### src/rtl/btn_debounce_pkg.sv
// Shared definitions for the button debouncer: FSM state encoding and the
// default stability window.
package btn_debounce_pkg;

  typedef enum logic [1:0] {
    IDLE_LOW  = 2'd0,
    WAIT_HIGH = 2'd1,
    IDLE_HIGH = 2'd2,
    WAIT_LOW  = 2'd3
  } db_state_t;

  // 10 ms at 100 MHz
  localparam int unsigned CNT_MAX_DEFAULT = 1_000_000;

endpackage

### src/rtl/sync_2ff.sv
// Generic two-flop synchroniser for asynchronous inputs, resets to 0.
module sync_2ff #(
  parameter int unsigned WIDTH = 1
) (
  input  logic             sync_2ff_port_clk,
  input  logic             sync_2ff_port_rst,
  input  logic [WIDTH-1:0] sync_2ff_port_d,
  output logic [WIDTH-1:0] sync_2ff_oport_q
);

  logic [WIDTH-1:0] sync1;
  logic [WIDTH-1:0] sync2;

  // Two back-to-back flops give the first stage a cycle to resolve metastability.
  always_ff @(posedge sync_2ff_port_clk) begin
    if (sync_2ff_port_rst) begin
      sync1 <= '0;
      sync2 <= '0;
    end else begin
      sync1 <= sync_2ff_port_d;
      sync2 <= sync1;
    end
  end

  assign sync_2ff_oport_q = sync2;

endmodule

### src/rtl/btn_debounce.sv
// Button debouncer: synchronises the raw input, requires CNT_MAX stable
// cycles before committing a new level, and pulses once per accepted press.
//
// state     | meaning
// ----------+--------------------------------------------------------
// IDLE_LOW  | committed level 0, waiting for the input to go high
// WAIT_HIGH | input high, counting stable cycles before committing 1
// IDLE_HIGH | committed level 1, waiting for the input to go low
// WAIT_LOW  | input low, counting stable cycles before committing 0
module btn_debounce
  import btn_debounce_pkg::*;
#(
  parameter  int unsigned CNT_MAX = CNT_MAX_DEFAULT,
  localparam int unsigned CNT_W   = $clog2(CNT_MAX)
) (
  input  logic btn_debounce_port_clk,
  input  logic btn_debounce_port_rst,
  input  logic btn_debounce_port_btn,
  output logic btn_debounce_oport_level,
  output logic btn_debounce_oport_pulse
);

  localparam logic [CNT_W-1:0] CNT_LAST = CNT_W'(CNT_MAX - 1);

  logic             btn_s;
  db_state_t        state_q;
  db_state_t        state_nxt;
  logic [CNT_W-1:0] cnt_q;
  logic [CNT_W-1:0] cnt_nxt;
  logic             level_q;
  logic             level_nxt;
  logic             pulse_q;
  logic             pulse_nxt;

  sync_2ff #(
    .WIDTH (1)
  ) u_sync (
    .sync_2ff_port_clk (btn_debounce_port_clk),
    .sync_2ff_port_rst (btn_debounce_port_rst),
    .sync_2ff_port_d   (btn_debounce_port_btn),
    .sync_2ff_oport_q  (btn_s)
  );

  // State, counter and output registers; reset abandons any pending change.
  always_ff @(posedge btn_debounce_port_clk) begin
    if (btn_debounce_port_rst) begin
      state_q <= IDLE_LOW;
      cnt_q   <= '0;
      level_q <= 1'b0;
      pulse_q <= 1'b0;
    end else begin
      state_q <= state_nxt;
      cnt_q   <= cnt_nxt;
      level_q <= level_nxt;
      pulse_q <= pulse_nxt;
    end
  end

  // Next-state logic: any disagreeing sample during a wait aborts the window,
  // and the counter saturates at CNT_LAST where the commit happens.
  always_comb begin
    state_nxt = state_q;
    cnt_nxt   = cnt_q;
    level_nxt = level_q;
    pulse_nxt = 1'b0;
    case (state_q)
      IDLE_LOW: begin
        if (btn_s) begin
          state_nxt = WAIT_HIGH;
          cnt_nxt   = '0;
        end
      end
      WAIT_HIGH: begin
        if (!btn_s) begin
          state_nxt = IDLE_LOW;
          cnt_nxt   = '0;
        end else if (cnt_q == CNT_LAST) begin
          state_nxt = IDLE_HIGH;
          cnt_nxt   = '0;
          level_nxt = 1'b1;
          pulse_nxt = 1'b1;
        end else begin
          cnt_nxt = cnt_q + CNT_W'(1);
        end
      end
      IDLE_HIGH: begin
        if (!btn_s) begin
          state_nxt = WAIT_LOW;
          cnt_nxt   = '0;
        end
      end
      WAIT_LOW: begin
        if (btn_s) begin
          state_nxt = IDLE_HIGH;
          cnt_nxt   = '0;
        end else if (cnt_q == CNT_LAST) begin
          state_nxt = IDLE_LOW;
          cnt_nxt   = '0;
          level_nxt = 1'b0;
        end else begin
          cnt_nxt = cnt_q + CNT_W'(1);
        end
      end
      default: begin
        state_nxt = IDLE_LOW;
        cnt_nxt   = '0;
      end
    endcase
  end

  assign btn_debounce_oport_level = level_q;
  assign btn_debounce_oport_pulse = pulse_q;

endmodule
### config.mk
export PLATFORM = sky130hd
export DESIGN_NAME = btn_debounce
export DESIGN_NICKNAME = d
export VERILOG_FILES = /design/src/rtl/btn_debounce_pkg.sv /design/src/rtl/sync_2ff.sv /design/src/rtl/btn_debounce.sv
export SDC_FILE = /design/constraint.sdc
export NUM_CORES = 1
export LEC_CHECK = 0
export ABC_AREA = 1
export BUFFER_PORTS_ARGS = -buffer_cell sky130_fd_sc_hd__buf_2
export CORE_ASPECT_RATIO = 1.75
export CORE_UTILIZATION = 54
export DETAILED_ROUTE_END_ITERATION = 8
export PLACE_DENSITY = 0.84
export REMOVE_ABC_BUFFERS = 1
export SLEW_MARGIN = 20
export SYNTH_ARGS = -nofsm -noshare
export SYNTH_HDL_FRONTEND = slang
export SYNTH_SLANG_ARGS = --single-unit
### constraint.sdc
create_clock -name btn_debounce_port_clk -period 1.6 [get_ports btn_debounce_port_clk]
set_clock_uncertainty 0.15 [all_clocks]
set_input_delay 0.24 -clock btn_debounce_port_clk [delete_from_list [all_inputs] [get_ports btn_debounce_port_clk]]
set_output_delay 0.24 -clock btn_debounce_port_clk [all_outputs]
set_load 0.01 [all_outputs]
Word level (Yosys, flattened, before mapping). Cells that the tools add are included.

Add/subtract/negate cells: 1. $mul: 0. Divide/modulo/power cells: 0. $lt $le $gt $ge: 0. Equal/unequal tests: 12. Shift-type cells: 0. Muxes and demuxes: 19. Bitwise logic cells: 2. Reductions and logical operators: 6.

Operators by type and width (count): two-way mux 20 bit (5); one-hot mux 20 bit (4 select lines) (1); adder 20 x 1 -> 20 bit (second input constant) (1); equality test 20 bit (second input constant) (1); two-way mux 2 bit (6); inequality test 2 bit (second input constant) (4); one-hot mux 2 bit (4 select lines) (1); two-way mux 1 bit (5); AND reduction 5 bit (1); equality test 2 bit (second input constant) (2); inequality test 2 x 1 -> 1 bit (second input constant) (2); AND reduction 4 bit (1); inequality test 3 x 2 -> 1 bit (second input constant) (1); inequality test 3 bit (second input constant) (1); OR reduction 3 bit (1); equality test 2 x 1 -> 1 bit (second input constant) (1); zero test 2 bit (1); inverter 1 bit (2); one-hot mux 1 bit (2 select lines) (1); AND reduction 2 bit (1); nonzero test 2 bit (1).

Register bits: 26. Latch bits: 0. Bits in writable memories: 0. Bits in read-only memories: 0. Bits of input ports: 3. Output and inout port bits: 2. Word-level logic and storage cells: 46. Memories kept: 0.

Logic depth before layout (Yosys ltp). Gate-level depths: netlist (run 1).

Depth after elaboration: 4. Mapped depth: 11. Gate-level depth less buffers: 11.

Cells and area by module. From an unflattened synthesis (run 1), not the netlist that was laid out.

Cells, all modules: 247. Area total of the unflattened synthesis: 1596.5 sq um.

By module, submodules not included: btn_debounce (times used 1, cells an instance 241, area an instance 1541.5 sq um, sequential area each 480.5 sq um); sync_2ff (times used 1, cells an instance 6, area an instance 55.1 sq um, sequential area each 40.0 sq um).

Worst setup path after synthesis (run 1). Ideal clock, no wire load.

Kind: register -> register. Start point: reg cnt_q[0]. End point: reg cnt_q[2]. Setup time: 0.109 ns. Arrival: 1.331 ns. Setup slack: 0.010 ns. Stages on the path, launching flop included: 11. Buffers on the path: 0. Cell sequence: dfxtp_1 ha_1 nand2_1 nor2_2 nand3_2 nand2_2 inv_4 nand2_1 nand2_1 nand2_1 inv_1.

Word-level cells in the longest chain between the ends: 4.

Ends and longest elaborated chain: start: declaration (RTL line btn_debounce.sv:28) `logic [CNT_W-1:0] cnt_q;`; start signal: assignment (RTL line btn_debounce.sv:53) `cnt_q <= cnt_nxt;`; adder 20 x 1 -> 20 bit or equality test 20 bit (tied branches); two-way mux 20 bit * (RTL line btn_debounce.sv:77, btn_debounce.sv:96); two-way mux 20 bit, on equally long branches (RTL line btn_debounce.sv:93, btn_debounce.sv:74); one-hot mux 20 bit (4 select lines) * (RTL line btn_debounce.sv:66) `case (state_q)`.

Mark *: on every way between the ends. The rest lies on a longest branch, timed or not. A chain may end at the register's enable or synchronous reset.

Worst setup path after layout (run 1).
Start point: reg cnt_q[1]. End point: reg cnt_q[8].

The elaborated chain is that of the path after synthesis.

==> impl_metrics.toml, run 1 <==
[timing]
drv_slew = 0
fin_crit_sh_pct = 103.1
setup_violations = 1
worst_pin_slew_ns = 0.3413
timing.fmax_mhz = 606.2
fin_hold_ws_ns = 0.01555
setup_tns_ns = -0.04955
fin_crit_ns = 1.650
maxSlewHeadroom_pct = 77.11
rsz0062_at_grt = "yes"
finalHoldViolCount = 0
fin_ws_ns = -0.04955

[floorplan]
io_pins = 5
dieHeight_um = 70.91
dieArea_um2 = 2934
coreArea_um2 = 2522
initial_core_util_pct = 58.09
die_w_um = 41.38
rows = 24

[critical_path]
end_kind = "flop"
r2r_slack_ns = -0.05
startpoint_type = "flop"
crit_slowest_cell = "dfxtp_4"
crit_path_max_fanout = 3
cp_num_buf_inv = 2
worst-r2r-cell-count = 9
critPathArrivalTime_ns = 1.68
worstReg2RegEnd = "cnt_q[8]"
r2r-start = "cnt_q[1]"
crit_family = "simple AND/OR/NAND/NOR gates"
cp.required_ns = 1.63
path_class = "flop to flop"
cpPeakStageDelay_ns = 0.39
path_cells = "ha_4 -> nand2_4 -> nor2_4 -> buf_4 -> nand3_2 -> nand4_1 -> nand3_1 -> nand2_1 -> inv_1"

[power]
power_mw = 1.265
powerDensity_nw_per_um2 = 668.4
ir_drop_mv = 0.6387
p_leak_nw = 0.7570

[clock_tree]
clock-root-buffer = "clkbuf_8"
cts_tree = "yes"
cts_buffers = 3
clock_sinks = 26
worstSkewPairLatency_ns = 0.28
clkTransAtPathRegs_ns = 0.10
clock_path_buffers = 2
ctsHtreeMaxLevel = 1
cts_hold_buf = 0

[route]
final_antenna_net_count = 0
viasPerCell = 5.631
drc_errors = 0
wl_per_cell_um = 15.37
drtIter0Drc = 70
routed_wl_um = 4456
vias = 1633
first_pass_iters = 4

[final_layout]
fin_nets = 269
final_area_um2 = 1892
area_growth_pct = 29.12
diodes = 0
drive_gt1_share_pct = 25.00
final_common_cell = "nand2_1"
final_cell_mix = "nand2_1, nor2_1, buf_4"

[hold_path]
worstHoldPathType = "input pin to flop"
hold_path_end = "u_sync.sync1"
hp-start = "btn_debounce_port_btn"
whs_path_depth = 3

[run_status]
failed_checks = "negative setup slack"
outcome = "finished with violations"

[global_route]
met2_usage_pct = 53.30
use_met1_pct = 29.46
grt.overflow.total = 0
antenna_found_initial = 0
use_met3_pct = 5.016
top_usage_layer = "met2"
grt_pass1_wl_um = 6141
grt_usage_pct = 29.94
grt_max_degree = 18
grt_pass1_vias = 1489

[placement]
place_ws_ns = -0.06277
gp_congestion = 0.9484
place_area_um2 = 1712
hpwlAfterDp_um = 2882
io_buffers = 4

[job]
maxCapViolations = 0

[synth]
seq_area_frac_synth_pct = 35.53
synth.distinct_cells = 27
avgSynthCellArea_um2 = 6.261
ys_ff_latch = 26
netlist_area_um2 = 1465
netlist_top_cells_area = "dfxtp_1, nand2_1, nor2_1"
yosysWarnings = 0
synthCells = 234
synth_top_area_share_pct = 35.53
yosysTopAreaCell = "dfxtp_1"
-- flip-flops by register name, summed over array words and instances (netlist names), named ones only --
register	cells
cnt_q	20
btn_debounce_oport_level	1
btn_debounce_oport_pulse	1
state_q	1
u_sync.sync1	1
u_sync.sync_2ff_oport_q	1
-- through the flow --
step                      utilization [%]  instances
final                               75.00        290
after global routing                75.00        290
after CTS                           71.88        290
after detailed placement            67.86        286
after global placement              67.86        286
after floorplan                         -        231
-- report_power, final --
part / internal, mW / switching (mW) / leakage [nW] / total, mW
clock network: 0.335 / 0.220 / 0.0357 / 0.555
logic: 0.0245 / 0.0356 / 0.506 / 0.0602
registers: 0.646 / 0.00325 / 0.216 / 0.649
-- metal layers --
metal / routed length [µm] / up-vias
met5: 0 / -
met4: 249 / 0
met3: 185 / 25
met2: 2462 / 64
met1: 1559 / 742
li1: - / 802
-- what timing repair did --
item | 4_1_cts | 5_1_grt
setup endpoints to repair | 13 | 20
pin swaps | 2 | 10
setup buffers | 0 | 1
gates cloned | 0 | 0
resized for setup | 9 | 23
-- layout make-up --
class / count / area, µm²
well taps: 26 / 32.53
flip-flops and latches: 26 / 538.0
repair buffers: 29 / 232.7
clock inverters: 1 / 30.03
multi-input cells: 178 / 913.4
fillers: 191 / 630.6
clock buffers: 3 / 41.29
inverters: 27 / 103.9
-- cells by family (layout without fill, tap and decap cells) --
family	Yosys count	in the layout	synth area share, %
AOI/OAI and AO/OA	24	24	8.540
xor gates and xnor gates	4	4	2.904
adders and majority gates	1	1	0.8538
buffers and inverters	30	60	8.369
DFF	26	26	35.53
and+or+nand+nor	149	149	43.81
-- worst reg2reg max path: cells and delay by family, from the launching register on --
kind / cells / cell delay [ns]
buffers and inverters: 2 / 0.20
DFF: 1 / 0.39
adders and majority gates: 1 / 0.16
and+or+nand+nor: 6 / 0.67
-- worst max path at each step --
| stage | cells after the start | endpoint | startpoint | slack [ns] |
|---|---|---|---|---|
| 2_1_floorplan | 10 | cnt_q[2] | cnt_q[0] | 0.01 |
| 3_3_place_gp | 10 | cnt_q[2] | cnt_q[0] | -0.04 |
| 3_5_place_dp | 10 | cnt_q[8] | cnt_q[1] | -0.06 |
| 4_1_cts | 7 | flop | cnt_q[1] | -0.002 |
| 5_1_grt | 9 | cnt_q[8] | cnt_q[1] | -0.1 |
| 6_report | 9 | cnt_q[8] | cnt_q[1] | -0.05 |
-- synth_stat cells --
library cell / number
nand4_1: 8
inv_1: 23
nand3_1: 16
a21oi_1: 16
xor2_1: 1
nand2_2: 2
nor2_2: 4
or2_2: 2
xnor2_1: 2
nor2_1: 39
nor3_1: 4
ha_1: 1
clkinv_1: 2
nand2_1: 71
o21a_1: 1
inv_2: 1
inv_4: 1
buf_6: 1
nand3_2: 1
o21ai_1: 2
o21ai_0: 4
xnor2_2: 1
o211ai_1: 1
nand3b_1: 1
dfxtp_1: 26
nor2_4: 1
clkbuf_1: 2
Power figures use the tool's default switching activity.
==> inputs of run 2 (changes only) <==
- CORE_UTILIZATION: 54 -> 55
- PLACE_DENSITY: 0.84 -> 0.82
- clock period: 1.6 -> 1.64 ns (I/O delays scaled with it)
==> run 2 against run 1 <==
The run now ends clean; clock power fell by 34%; sequential share of layout area up 2.2 points; highest routed layer unchanged; non-clock buffer count down 6; first-iteration DRC count increased by 41%; register-to-register slack better by 0.08 ns; global-route usage hardly changed; die area fell by 1.8%; total power down 17%; via count decreased by 2.0%; cell area fell by 9.4%; core utilization shrank 6.2 points; routed wire length shrank 16%.
==> impl_metrics.toml, run 2 (same netlist as run 1, synthesis figures left out) <==
[timing]
rsz0062_at_grt = "yes"
fin_hold_ws_ns = 0.02359
maxSlewHeadroom_pct = 78.06
setup_violations = 0
fin_crit_ns = 1.606
drv_slew = 0
timing.fmax_mhz = 622.5
setup_tns_ns = 0
fin_crit_sh_pct = 97.95
worst_pin_slew_ns = 0.3270
finalHoldViolCount = 0

[global_route]
grt_usage_pct = 29.90
antenna_found_initial = 0
grt_pass1_wl_um = 6009
grt_pass1_vias = 1501
grt_max_degree = 18
grt.overflow.total = 0

[route]
final_antenna_net_count = 0
vias = 1600
wl_met2_um = 2078
met3WireLength_um = 179
routed_wl_um = 3756
met1_length_um = 1325
dr.max_layer_used = "met4"
drtIter0Drc = 99
drc_errors = 0
viasPerCell = 5.654
wl_per_cell_um = 13.27
first_pass_iters = 4

[floorplan]
rows = 24
die_w_um = 41.02
initial_core_util_pct = 58.79
coreArea_um2 = 2492
dieHeight_um = 70.28
dieArea_um2 = 2882
io_pins = 5

[final_layout]
final_cell_mix = "nand2_1, nor2_1, inv_1, dfxtp_1, buf_4"
largest_register_ffs = 20
diodes = 0
seq_area_um2 = 525.5
finalNonFillerCells = 283
nFillCells = 232
drive_gt1_share_pct = 18.68
multi_input_area_um2 = 847.1
final_common_cell = "nand2_1"
fin_nets = 263
regMostFlops = "cnt_q"
final_area_um2 = 1714
area_growth_pct = 16.99

[clock_tree]
cts_setup_buffers = 0
clock_path_buffers = 2
clock_sinks = 26
clock-root-buffer = "clkbuf_8"
clkTransAtPathRegs_ns = 0.09
cts_buffers = 3
ctsHtreeMaxLevel = 1
cts_tree = "yes"
worstSkewPairLatency_ns = 0.28

[placement]
io_buffers = 4
gp_congestion = 0.9391
dp.cells = 280
place_area_um2 = 1642
hpwlAfterDp_um = 2749

[power]
seqPwrFrac_pct = 60.9
p_leak_nw = 0.6666
switchingPower_uw = 233.6
p_comb_share_pct = 4.0
powerDensity_nw_per_um2 = 609.0
ir_drop_mv = 0.6927
internal-power_uw = 810.3
pwr-share-clk_pct = 35.1
swShare_pct = 22.38

[critical_path]
critPathArrivalTime_ns = 1.68
worstReg2RegEnd = "cnt_q[18]"
startpoint = "cnt_q[0]"
cp.required_ns = 1.71
startpoint_type = "flop"
path_class = "flop to flop"
crit_path_max_fanout = 4
worst-r2r-cell-count = 9
r2r_slack_ns = 0.03
end_kind = "flop"
endpoint = "cnt_q[18]"
r2r-start = "cnt_q[0]"

[hold_path]
worstHoldPathType = "input pin to flop"

[run_status]
outcome = "completed"

[job]
maxCapViolations = 0
-- run 2: repair_timing --
item	in CTS	in global routing
hold buffers	0	0
resized for setup	0	13
pin swaps	0	3
cloned	0	0
setup endpoints to repair	1	18
-- run 2: power by group through the flow --
stage | clock network [mW] | registers [mW] | logic, mW
after floorplan | 0 | 0.650 | 0.0201
after global placement | 0 | 0.651 | 0.0405
after detailed placement | 0 | 0.651 | 0.0417
after CTS | 0.366 | 0.636 | 0.0418
after global routing | 0.390 | 0.637 | 0.0455
final | 0.366 | 0.636 | 0.0416
-- run 2: routing by layer --
metal  global-route usage [%]  vias up
met3                    3.492       17
met5                        0        -
met4                    19.26        0
met1                    29.71      737
li1                         -      791
met2                    51.56       55
-- run 2: area by class of cell --
| type | instances | share of cell area, % |
|---|---|---|
| multi-input combinational | 178 | 49.42 |
| clock buffer | 3 | 2.409 |
| timing repair buffer | 23 | 9.489 |
| tap | 26 | 1.898 |
| inverter | 27 | 6.131 |
| sequential | 26 | 30.66 |
-- run 2: worst min-delay path by stage --
stage / from / to / slack (ns) / cells past startpoint
6_report: btn_debounce_port_btn / u_sync.sync1 / 0.02 / 3
5_1_grt: btn_debounce_port_btn / u_sync.sync1 / 0.03 / 3
4_1_cts: btn_debounce_port_btn / u_sync.sync1 / 0.03 / 3
3_5_place_dp: u_sync.sync1 / u_sync.sync_2ff_oport_q / 0.25 / 2
3_3_place_gp: u_sync.sync1 / u_sync.sync_2ff_oport_q / 0.25 / 2
2_1_floorplan: btn_debounce_port_rst / cnt_q[14] / 0.17 / 1
-- run 2: worst max-delay path, cell delays in order, from the launching register on --
cell     delay, ns
dfxtp_2       0.35
ha_2          0.19
nand2_2       0.11
nor2_4        0.17
nand2_2       0.11
nor2_4        0.11
nand2_1       0.05
o21ai_0       0.13
nand2_1       0.06
a21oi_1       0.11
-- run 2: per-stage QoR --
stage / setup slack (ns) / util (%) / total power, mW
finish: 0.03363 / 68.78 / 1.044
global route: -0.04947 / 68.78 / 1.072
CTS: -0.001478 / 67.52 / 1.044
detailed placement: 0.01432 / 65.86 / 0.6930
global placement: 0.08174 / 65.86 / 0.6916
floorplan: 0.05107 / - / 0.6706
==> inputs of run 3 (changes only) <==
- ABC_AREA: 1 -> not set
==> run 3 against run 2 <==
The flow now finishes with violations (negative setup slack); synthesized area shrank 14%; global-route usage increased by 13 points; highest routed layer unchanged; core utilization increased by 29 points; first-iteration DRC count rose to 2.5 times the previous value; die area is 14% lower; maximum frequency fell by 20%; count of clock-buffer cells in the layout up 1; worst setup slack got worse by 0.40 ns.
==> impl_metrics.toml, run 3 <==
[job]
maxCapViolations = 0

[power]
ir_drop_mv = 0.6261
p_comb_share_pct = 6.8
switchingPower_uw = 267.2
swShare_pct = 25.02
pwr-share-clk_pct = 33.1
p_leak_nw = 0.8096
seqPwrFrac_pct = 60.1
powerDensity_nw_per_um2 = 517.8
internal-power_uw = 800.5

[critical_path]
critPathArrivalTime_ns = 2.10
cp.required_ns = 1.74
worst-r2r-cell-count = 6
r2r_slack_ns = -0.36
worstReg2RegEnd = "btn_debounce_oport_level"
path_class = "flop to flop"
crit_path_max_fanout = 4
r2r-start = "cnt_q[9]"
startpoint_type = "flop"
end_kind = "flop"

[clock_tree]
worstSkewPairLatency_ns = 0.35
clock-root-buffer = "clkbuf_4"
cts_tree = "yes"
cts_buffers = 3
clock_sinks = 26
clkTransAtPathRegs_ns = 0.15
ctsHtreeMaxLevel = 1
clock_path_buffers = 2

[global_route]
grt.overflow.total = 0
grt_pass1_vias = 1532
grt_max_degree = 15
grt_usage_pct = 42.84
antenna_found_initial = 0
grt_pass1_wl_um = 7493

[placement]
gp_congestion = 0.8550
place_ws_ns = -0.5776
hpwlAfterDp_um = 2346
dp.cells = 213
io_buffers = 4

[timing]
maxSlewHeadroom_pct = 72.73
timing.fmax_mhz = 499.6
fin_crit_ns = 2.002
fin_hold_ws_ns = 0.2088
finalHoldViolCount = 0
fin_ws_ns = -0.3618
rsz0062_at_grt = "yes"
worst_pin_slew_ns = 0.4076
drv_slew = 0
fin_crit_sh_pct = 122.1
setup_violations = 24

[synth]
yosysWarnings = 0
yosysMostFrequentCell = "dfxtp_1"
synth-main-ff-cell = "dfxtp_1"
avgSynthCellArea_um2 = 8.375
netlist_area_um2 = 1256
synthArstFlopShare_pct = 0
synthCells = 150
synth_commonest_cells = "dfxtp_1, nand2_1, nand3_1"
yosysTopAreaCell = "dfxtp_1"
seq_area_frac_synth_pct = 41.43
netlist_top_cells_area = "dfxtp_1, nand3_1, a21oi_1"
synth_top_area_share_pct = 41.43
ys_ff_latch = 26
synth_edf_count = 0
synth.distinct_cells = 38

[route]
met3WireLength_um = 827
dr.max_layer_used = "met4"
first_pass_iters = 5
met1_length_um = 2050
viasPerCell = 7.629
drtIter0Drc = 252
drc_errors = 0
vias = 1747
routed_wl_um = 6581
wl_met2_um = 2940
final_antenna_net_count = 0
wl_per_cell_um = 28.74

[final_layout]
drive_gt1_share_pct = 57.07
fin_nets = 210
final_cell_mix = "buf_4, dfxtp_2, nand2_1"
largest_register_ffs = 20
diodes = 0
finalNonFillerCells = 229
regMostFlops = "cnt_q"
final_common_cell = "buf_4"
area_growth_pct = 64.14

[floorplan]
coreArea_um2 = 2120
dieArea_um2 = 2487
dieHeight_um = 65.22
io_pins = 5
initial_core_util_pct = 59.27
rows = 22
die_w_um = 38.13

[run_status]
outcome = "finished with violations"
failed_checks = "negative setup slack"

[hold_path]
worstHoldPathType = "input pin to flop"
hp-start = "btn_debounce_port_rst"
whs_path_depth = 3
hold_path_end = "cnt_q[6]"
[run 3: cell count changes in the layout (fill, tap and decap cells not counted), sizes merged, moves of 4 or more]
| cell | before | now |
|---|---|---|
| inv | 24 | 3 |
| a31oi | 0 | 7 |
| nand4 | 8 | 1 |
| nand2b | 0 | 4 |
| a21oi | 16 | 12 |
| nand2 | 73 | 17 |
| nor2 | 44 | 14 |
| buf | 23 | 53 |
[run 3: power groups by stage]
| stage | combinational, mW | clock (mW) | sequential [mW] |
|---|---|---|---|
| after floorplan | 0.0227 | 0 | 0.656 |
| after global placement | 0.0485 | 0 | 0.654 |
| after detailed placement | 0.0501 | 0 | 0.655 |
| after CTS | 0.0558 | 0.334 | 0.640 |
| after global routing | 0.0728 | 0.373 | 0.642 |
| final | 0.0722 | 0.353 | 0.642 |
[run 3: kinds of logic (layout without fill, tap and decap cells)]
family / count (synthesis) / after routing / share of synthesized area [%]
XOR/XNOR: 3 / 3 / 2.690
adder cells (fa/ha/maj): 1 / 1 / 0.9959
flip-flops: 26 / 26 / 41.43
multiplexers: 3 / 3 / 2.391
buffers and inverters: 7 / 61 / 2.988
AND/OR/NAND/NOR: 71 / 71 / 28.89
AO/OA/AOI/OAI: 39 / 40 / 20.62
[run 3: how the worst max path moves through the flow]
stage,startpoint,endpoint,slack (ns)
2_1_floorplan,cnt_q[0],cnt_q[17],-0.37
3_3_place_gp,cnt_q[0],cnt_q[19],-0.44
3_5_place_dp,cnt_q[0],cnt_q[5],-0.58
4_1_cts,cnt_q[15],flop,-0.19
5_1_grt,cnt_q[9],btn_debounce_oport_level,-0.40
6_report,cnt_q[9],btn_debounce_oport_level,-0.36
[run 3: metrics by stage]
step                util (%)  instance area [µm²]  setup TNS [ns]  total power [mW]
finish                 97.28                 2062          -4.743             1.068
global route           97.28                 2062          -5.870             1.088
CTS                    87.78                 1861          -1.197             1.031
detailed placement     74.20                 1573          -8.642            0.7047
global placement       74.20                 1573          -6.440            0.7027
floorplan                  -                 1230          -4.563            0.6784
[run 3: worst max-delay path, cell delays in order, from the launching register on]
cell      delay, ns
dfxtp_2        0.37
nor4bb_4       0.31
and4_4         0.33
buf_6          0.13
nand4b_1       0.24
mux2i_1        0.28
a21oi_1        0.09
[run 3: final cells by class]
type	instances	area (µm²)
multi-input cells	118	1003
flip-flops and latches	26	540.5
repair buffers	54	440.4
fillers	34	57.56
clock buffers	4	36.28
well taps	24	30.03
inverters	3	11.26
[run 3: routing by layer]
layer / vias up / GRT usage (%)
li1: 668 / -
met1: 781 / 43.36
met2: 203 / 72.88
met3: 95 / 9.459
met4: 0 / 29.46
met5: - / 0
[run 3: what timing repair did]
| item | CTS | global route |
|---|---|---|
| gates cloned | 2 | 0 |
| setup buffers | 6 | 5 |
| gates resized for setup | 45 | 41 |
| pin swaps | 13 | 16 |
| setup endpoints to repair | 23 | 23 |
| hold endpoints to repair | 1 | 0 |
| hold buffers | 1 | 0 |
